==> src/rtl/jtag_tap_pkg.sv <==
// Shared TAP definitions: IEEE 1149.1 state encoding, instruction codes and the
// TMS-driven next-state function.
package jtag_tap_pkg;

  typedef enum logic [3:0] {
    TAP_EXIT2_DR   = 4'h0,
    TAP_EXIT1_DR   = 4'h1,
    TAP_SHIFT_DR   = 4'h2,
    TAP_PAUSE_DR   = 4'h3,
    TAP_SELECT_IR  = 4'h4,
    TAP_UPDATE_DR  = 4'h5,
    TAP_CAPTURE_DR = 4'h6,
    TAP_SELECT_DR  = 4'h7,
    TAP_EXIT2_IR   = 4'h8,
    TAP_EXIT1_IR   = 4'h9,
    TAP_SHIFT_IR   = 4'hA,
    TAP_PAUSE_IR   = 4'hB,
    TAP_IDLE       = 4'hC,
    TAP_UPDATE_IR  = 4'hD,
    TAP_CAPTURE_IR = 4'hE,
    TAP_RESET      = 4'hF
  } tap_state_e;

  // Codes are truncated to IR_WIDTH by the user; BYPASS is all ones at any width.
  localparam logic [7:0] INSTR_IDCODE = 8'h01;
  localparam logic [7:0] INSTR_BYPASS = 8'hFF;
  localparam logic [7:0] INSTR_USER   = 8'h10;

  function automatic tap_state_e tap_next(input tap_state_e s, input logic tms);
    case (s)
      TAP_RESET:      tap_next = tms ? TAP_RESET     : TAP_IDLE;
      TAP_IDLE:       tap_next = tms ? TAP_SELECT_DR : TAP_IDLE;
      TAP_SELECT_DR:  tap_next = tms ? TAP_SELECT_IR : TAP_CAPTURE_DR;
      TAP_CAPTURE_DR: tap_next = tms ? TAP_EXIT1_DR  : TAP_SHIFT_DR;
      TAP_SHIFT_DR:   tap_next = tms ? TAP_EXIT1_DR  : TAP_SHIFT_DR;
      TAP_EXIT1_DR:   tap_next = tms ? TAP_UPDATE_DR : TAP_PAUSE_DR;
      TAP_PAUSE_DR:   tap_next = tms ? TAP_EXIT2_DR  : TAP_PAUSE_DR;
      TAP_EXIT2_DR:   tap_next = tms ? TAP_UPDATE_DR : TAP_SHIFT_DR;
      TAP_UPDATE_DR:  tap_next = tms ? TAP_SELECT_DR : TAP_IDLE;
      TAP_SELECT_IR:  tap_next = tms ? TAP_RESET     : TAP_CAPTURE_IR;
      TAP_CAPTURE_IR: tap_next = tms ? TAP_EXIT1_IR  : TAP_SHIFT_IR;
      TAP_SHIFT_IR:   tap_next = tms ? TAP_EXIT1_IR  : TAP_SHIFT_IR;
      TAP_EXIT1_IR:   tap_next = tms ? TAP_UPDATE_IR : TAP_PAUSE_IR;
      TAP_PAUSE_IR:   tap_next = tms ? TAP_EXIT2_IR  : TAP_PAUSE_IR;
      TAP_EXIT2_IR:   tap_next = tms ? TAP_UPDATE_IR : TAP_SHIFT_IR;
      TAP_UPDATE_IR:  tap_next = tms ? TAP_SELECT_DR : TAP_IDLE;
      default:        tap_next = TAP_RESET;
    endcase
  endfunction

endpackage

==> src/rtl/jtag_sync_edge.sv <==
// Two-flop pin synchronizer (jtag_sync) and a variant that also emits one-cycle
// rise/fall pulses from the synchronized level (jtag_sync_edge).
module jtag_sync #(
  parameter logic RESET_VAL = 1'b0
) (
  input  logic clock,
  input  logic reset_n,
  input  logic d,
  output logic q
);
  logic meta;

  always_ff @(posedge clock or negedge reset_n) begin
    if (!reset_n) begin
      meta <= RESET_VAL;
      q    <= RESET_VAL;
    end else begin
      meta <= d;
      q    <= meta;
    end
  end
endmodule

module jtag_sync_edge (
  input  logic clock,
  input  logic reset_n,
  input  logic d,
  output logic rise,
  output logic fall
);
  logic q;
  logic q_d;

  jtag_sync #(.RESET_VAL(1'b0)) u_sync (
    .clock   (clock),
    .reset_n (reset_n),
    .d       (d),
    .q       (q)
  );

  always_ff @(posedge clock or negedge reset_n) begin
    if (!reset_n) q_d <= 1'b0;
    else          q_d <= q;
  end

  // Pulses are combinational off registered levels, so they last exactly one clock.
  assign rise = q & ~q_d;
  assign fall = ~q & q_d;
endmodule

==> src/rtl/jtag_tap_sampled.sv <==
// Oversampled JTAG TAP: FSM, IR, IDCODE and BYPASS all clocked by the system clock.
// Define JTAG_TAP_USER_DR_EN to add the USER instruction and its data register ports.
module jtag_tap_sampled
  import jtag_tap_pkg::*;
#(
  parameter int          IR_WIDTH      = 5,
  parameter logic [31:0] IDCODE_VALUE  = 32'h10001FFF,
  parameter int          USER_DR_WIDTH = 32
) (
  input  logic                     clock,
  input  logic                     reset_n,
  input  logic                     jtag_TCK,
  input  logic                     jtag_TMS,
  input  logic                     jtag_TDI,
  input  logic                     jtag_TRSTn,
  output logic                     jtag_TDO_data,
  output logic                     jtag_TDO_driven,
  output logic [3:0]               tap_state
`ifdef JTAG_TAP_USER_DR_EN
  ,
  input  logic [USER_DR_WIDTH-1:0] user_dr_in,
  output logic [USER_DR_WIDTH-1:0] user_dr_out,
  output logic                     user_dr_update
`endif
);

`ifdef JTAG_TAP_USER_DR_EN
  localparam int SR_W = (USER_DR_WIDTH > 32) ? USER_DR_WIDTH : 32;
`else
  // Without the user register the shared DR shifter only has to hold IDCODE.
  localparam int SR_W = (USER_DR_WIDTH > 0) ? 32 : 32;
`endif
  localparam logic [IR_WIDTH-1:0] IR_IDCODE = IR_WIDTH'(INSTR_IDCODE);

  logic tck_rise, tck_fall, tms_s, tdi_s, trst_n_s;
  tap_state_e state;
  logic [IR_WIDTH-1:0] ir, ir_sr;
  logic [SR_W-1:0] dr_sr, dr_shifted, dr_capture;
  logic sel_idcode;

  jtag_sync_edge u_tck (.clock(clock), .reset_n(reset_n), .d(jtag_TCK), .rise(tck_rise), .fall(tck_fall));
  jtag_sync #(.RESET_VAL(1'b0)) u_tms  (.clock(clock), .reset_n(reset_n), .d(jtag_TMS),   .q(tms_s));
  jtag_sync #(.RESET_VAL(1'b0)) u_tdi  (.clock(clock), .reset_n(reset_n), .d(jtag_TDI),   .q(tdi_s));
  jtag_sync #(.RESET_VAL(1'b1)) u_trst (.clock(clock), .reset_n(reset_n), .d(jtag_TRSTn), .q(trst_n_s));

  assign tap_state  = state;
  assign sel_idcode = (ir == IR_IDCODE);
`ifdef JTAG_TAP_USER_DR_EN
  logic sel_user;
  assign sel_user = (ir == IR_WIDTH'(INSTR_USER));
`endif

  // TDI enters at the MSB of whichever register is selected; unused upper bits are don't-care.
  always_comb begin
    dr_shifted = {tdi_s, dr_sr[SR_W-1:1]};
    dr_capture = '0;
    if (sel_idcode) begin
      dr_shifted[31]   = tdi_s;
      dr_capture[31:0] = IDCODE_VALUE;
    end
`ifdef JTAG_TAP_USER_DR_EN
    else if (sel_user) begin
      dr_shifted[USER_DR_WIDTH-1]   = tdi_s;
      dr_capture[USER_DR_WIDTH-1:0] = user_dr_in;
    end
`endif
    else begin
      dr_shifted[0] = tdi_s;
    end
  end

  always_ff @(posedge clock or negedge reset_n) begin
    if (!reset_n) begin
      state           <= TAP_RESET;
      ir              <= IR_IDCODE;
      ir_sr           <= '0;
      dr_sr           <= '0;
      jtag_TDO_data   <= 1'b0;
      jtag_TDO_driven <= 1'b0;
`ifdef JTAG_TAP_USER_DR_EN
      user_dr_out     <= '0;
      user_dr_update  <= 1'b0;
`endif
    end else begin
`ifdef JTAG_TAP_USER_DR_EN
      user_dr_update <= 1'b0;
`endif
      if (!trst_n_s) begin
        state           <= TAP_RESET;
        ir              <= IR_IDCODE;
        jtag_TDO_driven <= 1'b0;
      end else begin
        if (state == TAP_RESET) ir <= IR_IDCODE;
        if (tck_rise) begin
          case (state)
            TAP_CAPTURE_IR: ir_sr <= IR_WIDTH'(2'b01);
            TAP_SHIFT_IR:   ir_sr <= {tdi_s, ir_sr[IR_WIDTH-1:1]};
            TAP_CAPTURE_DR: dr_sr <= dr_capture;
            TAP_SHIFT_DR:   dr_sr <= dr_shifted;
            default: ;
          endcase
          state <= tap_next(state, tms_s);
        end
        if (tck_fall) begin
          jtag_TDO_driven <= 1'b0;
          case (state)
            TAP_SHIFT_IR: begin
              jtag_TDO_data   <= ir_sr[0];
              jtag_TDO_driven <= 1'b1;
            end
            TAP_SHIFT_DR: begin
              jtag_TDO_data   <= dr_sr[0];
              jtag_TDO_driven <= 1'b1;
            end
            TAP_UPDATE_IR: ir <= ir_sr;
`ifdef JTAG_TAP_USER_DR_EN
            TAP_UPDATE_DR: begin
              if (sel_user) begin
                user_dr_out    <= dr_sr[USER_DR_WIDTH-1:0];
                user_dr_update <= 1'b1;
              end
            end
`endif
            default: ;
          endcase
        end
      end
    end
  end

endmodule

==> config.mk <==
export PLATFORM = sky130hd
export DESIGN_NAME = jtag_tap_sampled
export DESIGN_NICKNAME = d
export VERILOG_FILES = /design/src/rtl/jtag_tap_pkg.sv /design/src/rtl/jtag_sync_edge.sv /design/src/rtl/jtag_tap_sampled.sv
export SDC_FILE = /design/constraint.sdc
export NUM_CORES = 1
export LEC_CHECK = 0
export ABC_AREA = 1
export CORE_MARGIN = 1
export CORE_UTILIZATION = 57
export CTS_CLUSTER_DIAMETER = 120
export DETAILED_ROUTE_END_ITERATION = 16
export PLACE_DENSITY = 0.79
export RECOVER_POWER = 100
export REMOVE_ABC_BUFFERS = 1
export SYNTH_ARGS = -nofsm -noshare
export SYNTH_HDL_FRONTEND = slang
export SYNTH_SLANG_ARGS = --single-unit
==> constraint.sdc <==
create_clock -name clock -period 4.6 [get_ports clock]
set_clock_uncertainty 0.15 [all_clocks]
set_input_delay 1.38 -clock clock [delete_from_list [all_inputs] [get_ports clock]]
set_output_delay 1.38 -clock clock [all_outputs]
set_load 0.05 [all_outputs]
==> flow_summary.toml, run 1 <==
[logic_synthesis]
netlist_area_um2 = 2520
synth-seq-cells = 57
yosysSeqAreaShare_pct = 56.9
synth_cells = 264
ys_warn_count = 0
yosysUniqueCellTypes = 26
avgSynthCellArea_um2 = 9.55

[worst_hold_path]
hold_class = "reg -> reg"
whs_path_depth = 0

[sta]
hold_viol_final = 0
finalCritPeriodShare_pct = 74.1
period_needed_ps = 3410
fin_tns_setup_ps = 0
setup_viol = 0
drv_slew = 0
max_freq_mhz = 293
relSlewSlack_pct = 11.3
grt_setup_unrepaired = "no"
worstMarginPinSlew_ps = 1330

[global_routing]
grt_pass1_wl_mm = 7.07
grt_overflow = 0
grtUsageTotal_pct = 21.9
antenna_found_initial = 0
first_global_vias = 1523
grt_max_degree = 45

[drt]
first_pass_iters = 4
wire_per_inst_um = 13.0
initialDrtViolationCount = 130
via_per_inst = 5.24
ant_nets = 0
drt-total-wl_mm = 4.34
drc = 0
vias = 1745

[place]
placed_area_um2 = 2630
placed_cells = 317
place_congestion = 0.850
hpwl_mm = 2.79
port_buffers = 11

[floorplanning]
design.core.area_um2 = 4120
die-area_um2 = 4690
die_h_um = 68.5
rows = 23
die_x_um = 68.5
ios = 12
initial_utilization_pct = 61.3

[worst_setup_path]
worstPathArrival_ps = 1880
cpMaxStageDelayCell = "dlygate4sd3_1"
cp_num_buf_inv = 1
crit_path_end_kind = "output port"
crit_family = "buffers and inverters"
critPathMaxFanout = 7
worst_r2r_path_depth = 6
required_ps = 3070
crit_type = "reg -> out"
max_stage_delay_ps = 910
cp.depth = 1
startpoint_type = "register"
cp_cell_sequence = "dlygate4sd3_1"

[final_layout]
final_common_cell = "dfrtp_1"
design_area_um2 = 2840
drive_above_1_share_pct = 13.1
final_cells = 333
syn2layout_area_growth_pct = 12.4
n_antenna_cell = 0
fin_nets = 284
final_cell_mix = "dfrtp_1, inv_1, nand2_1"

[cts]
cts_tree = "done"
cts_setup_buffers = 0
ctsResizeCount = 0
cts_buffers = 9
cts.sinks = 57
cts-htree-levels = 3
clk_pin_slew_ps = 70
clockBufferDepth = 2
cts.hold.buffers_added = 0
clk_latency_ps = 330
cts_root_buffer = "clkbuf_8"

[power_and_ir_drop]
ir_drop_mv = 0.373
p_total_mw = 1.42
power.density_nw_per_um2 = 501
p_leak_nw = 1.35

[run_status]
outcome = "finished clean"

[run]
maxCapViolations = 0
-- power by group --
| group | switching, mW | internal, mW |
|---|---|---|
| Sequential | 0.0482 | 0.575 |
| Combinational | 0.153 | 0.0638 |
| Clock | 0.205 | 0.376 |
-- cells in the mapped netlist, drive strengths merged --
library cell,instances,area share (%)
inv,47,7.0
nand4,2,0.50
nand2,40,7.0
dfrtp,50,50
buf,7,2.4
o211ai,1,0.30
o22ai,18,6.9
o21ai,30,6.0
nand3,34,6.9
a31oi,1,0.25
a21oi,7,1.4
clkinv,1,0.20
clkbuf,2,0.30
dfstp,7,7.3
nor2,17,3.9
-- flip-flops by register name, summed over array words and instances (netlist names) --
| register | cells |
|---|---|
| u_tdi.meta | 1 |
| ir_sr | 5 |
| u_tms.q | 1 |
| u_trst.meta | 1 |
| ir | 5 |
| jtag_TDO_driven | 1 |
| u_tck.u_sync.q | 1 |
| u_tms.meta | 1 |
| tap_state | 4 |
| dr_sr | 32 |
| u_trst.q | 1 |
| jtag_TDO_data | 1 |
| u_tck.u_sync.meta | 1 |
| u_tdi.q | 1 |
| u_tck.q_d | 1 |
-- worst paths after layout --
| check | from | endpoint | slack [ps] |
|---|---|---|---|
| max | tap_state[0] | tap_state[0] | 1190 |
| min | u_tck.u_sync.meta | u_tck.u_sync.q | 200 |
| max reg2reg | tap_state[1] | dr_sr[13] | 1580 |
| min reg2reg | u_tck.u_sync.meta | u_tck.u_sync.q | 200 |
| max in group asynchronous | reset_n | dr_sr[15] | 1820 |
| min in group asynchronous | reset_n | dr_sr[3] | 1010 |
-- cells by family after synthesis --
kind of cell | Yosys count | synth area share, %
and+or+nand+nor | 93 | 18.4
DFF | 57 | 56.9
AOI/OAI and AO/OA | 57 | 14.8
buffers and inverters | 57 | 9.92
-- metrics by stage --
step / hold WS [ps] / utilization, % / setup slack [ps]
final: 202 / 68.9 / 1190
after global routing: 207 / 68.9 / 1100
after CTS: 204 / 70.0 / 1240
after detailed placement: 189 / 63.9 / 1600
after global placement: 183 / 63.9 / 1620
after floorplan: 181 / - / 2310
-- metal layers --
metal | GRT usage, % | share of wire, % | vias up
met5 | 0 | 0 | -
met1 | 30.5 | 52 | 822
met3 | 8.88 | 3.4 | 8
li1 | - | - | 884
met4 | 9.38 | 1.8 | 0
met2 | 29.9 | 43 | 31
-- cell type report --
| class | instances | area (um2) |
|---|---|---|
| multi-input cells | 150 | 795 |
| well taps | 50 | 62.6 |
| flip-flops and latches | 57 | 1440 |
| clock buffers | 10 | 138 |
| repair buffers | 12 | 109 |
| fillers | 338 | 1280 |
| clock inverters | 6 | 115 |
| inverters | 48 | 181 |
-- worst reg2reg max path, stage by stage, from the launching register on --
cell and delay (ps):
dfstp_1 620, inv_1 140, nor2_1 1010, nand2_4 70, clkinvlp_2 180, nand2_1 430
o21ai_0 320
Power figures use the tool's default switching activity.
==> run 2: changes to the inputs <==
==> constraint.sdc (replaced) <==
create_clock -name clock -period 3.55 [get_ports clock]
set_clock_uncertainty 0.15 [all_clocks]
set_input_delay 1.065 -clock clock [delete_from_list [all_inputs] [get_ports clock]]
set_output_delay 1.065 -clock clock [all_outputs]
set_load 0.05 [all_outputs]
==> flow_summary.toml, run 2 (synthesis gave the netlist of run 1 again) <==
[worst_setup_path]
worstPathArrival_ps = 1860
cpMaxStageDelayCell = "dlygate4sd3_1"
crit_path_end_kind = "output port"
max_stage_delay_ps = 910
crit_family = "buffers and inverters"
cp_num_buf_inv = 1
crit_type = "reg -> out"
startpoint_type = "register"
cp_cell_sequence = "dlygate4sd3_1"
required_ps = 2330
critPathMaxFanout = 7

[run]
maxCapViolations = 0

[drt]
drt-total-wl_mm = 4.22
drc = 0
ant_nets = 0
wire_per_inst_um = 12.6
via_per_inst = 5.39
first_pass_iters = 4
initialDrtViolationCount = 104
vias = 1800

[global_routing]
first_global_vias = 1625
grt_pass1_wl_mm = 7.23
grt_max_degree = 32
grt_overflow = 0
grtUsageTotal_pct = 22.4
antenna_found_initial = 0

[sta]
setup_viol = 0
worstMarginPinSlew_ps = 1370
grt_setup_unrepaired = "no"
hold_ws_ps = 200
fin_ws_ps = 478
hold_viol_final = 0
finalCritPeriodShare_pct = 86.5
period_needed_ps = 3070
fin_tns_setup_ps = 0
max_freq_mhz = 326
relSlewSlack_pct = 8.78
drv_slew = 0

[cts]
cts_buffers = 9
cts_setup_buffers = 0
clk_pin_slew_ps = 60
cts.hold.buffers_added = 0
cts_tree = "done"
ctsResizeCount = 0
cts_root_buffer = "clkbuf_8"
clockBufferDepth = 2
clk_latency_ps = 330
cts-htree-levels = 3
cts.sinks = 57

[final_layout]
fin_nets = 285
final_common_cell = "dfrtp_1"
register_area_um2 = 1440
syn2layout_area_growth_pct = 9.57
largest_register = "dr_sr"
final.fill_count = 330
n_antenna_cell = 0
utilization_pct = 67.2
largest_register_ffs = 32
final_cell_mix = "dfrtp_1, inv_1, nand2_1"
final_cells = 334
reg.largest.list = "dr_sr x32, ir x5, ir_sr x5"
drive_above_1_share_pct = 11.6
multi_input_area_um2 = 788
design_area_um2 = 2760

[floorplanning]
die_h_um = 68.5
initial_utilization_pct = 61.3
die-area_um2 = 4690
ios = 12
design.core.area_um2 = 4120
rows = 23
die_x_um = 68.5

[place]
place_ws_ps = 867
place_congestion = 0.828
placed_area_um2 = 2650
placed_cells = 318
port_buffers = 11
hpwl_mm = 2.80

[power_and_ir_drop]
p_total_mw = 1.64
ir_drop_mv = 0.370
p_leak_nw = 1.33
power.density_nw_per_um2 = 593

[worst_hold_path]
hold_class = "reg -> reg"

[run_status]
outcome = "finished clean"
[run 2: cell count changes in the layout (fill, tap and decap cells not counted)]
cell,change
clkinv_2,+4
clkbuf_1,+3
bufinv_16,-2
clkinv_4,-2
buf_4,+1
clkbuf_8,-1
clkinvlp_2,-1
clkinvlp_4,-1
inv_1,+1
inv_2,-1
o22ai_1,+1
o22ai_2,-1
[run 2: report_power, final]
part           internal, mW  switching (mW)  total [mW]
sequential            0.746          0.0606       0.807
combinational        0.0829           0.197       0.280
clock                 0.321           0.232       0.553
[run 2: per-layer routing]
metal  up-vias  global-route usage (%)  routed length, um
li1        890                       -                  -
met1       875                    29.3               2060
met2        24                    32.8               1930
met3        11                    5.43                127
met4         0                    15.1                112
met5         -                       0                  0
[run 2: layout make-up]
type	count	share of cell area, %
repair buffers	13	4.21
clock buffers	12	4.89
well taps	50	2.26
flip-flops and latches	57	51.9
inverters	48	6.56
clock inverters	4	1.63
multi-input cells	150	28.5
[run 2: final timing paths]
path,start,cells after the start,end,slack (ps)
max,tap_state[1],1,tap_state[1],480
min,u_tms.meta,0,u_tms.q,200
max reg2reg,tap_state[1],6,dr_sr[13],620
min reg2reg,u_tms.meta,0,u_tms.q,200
max in group asynchronous,reset_n,2,ir[3],980
min in group asynchronous,reset_n,1,dr_sr[4],890
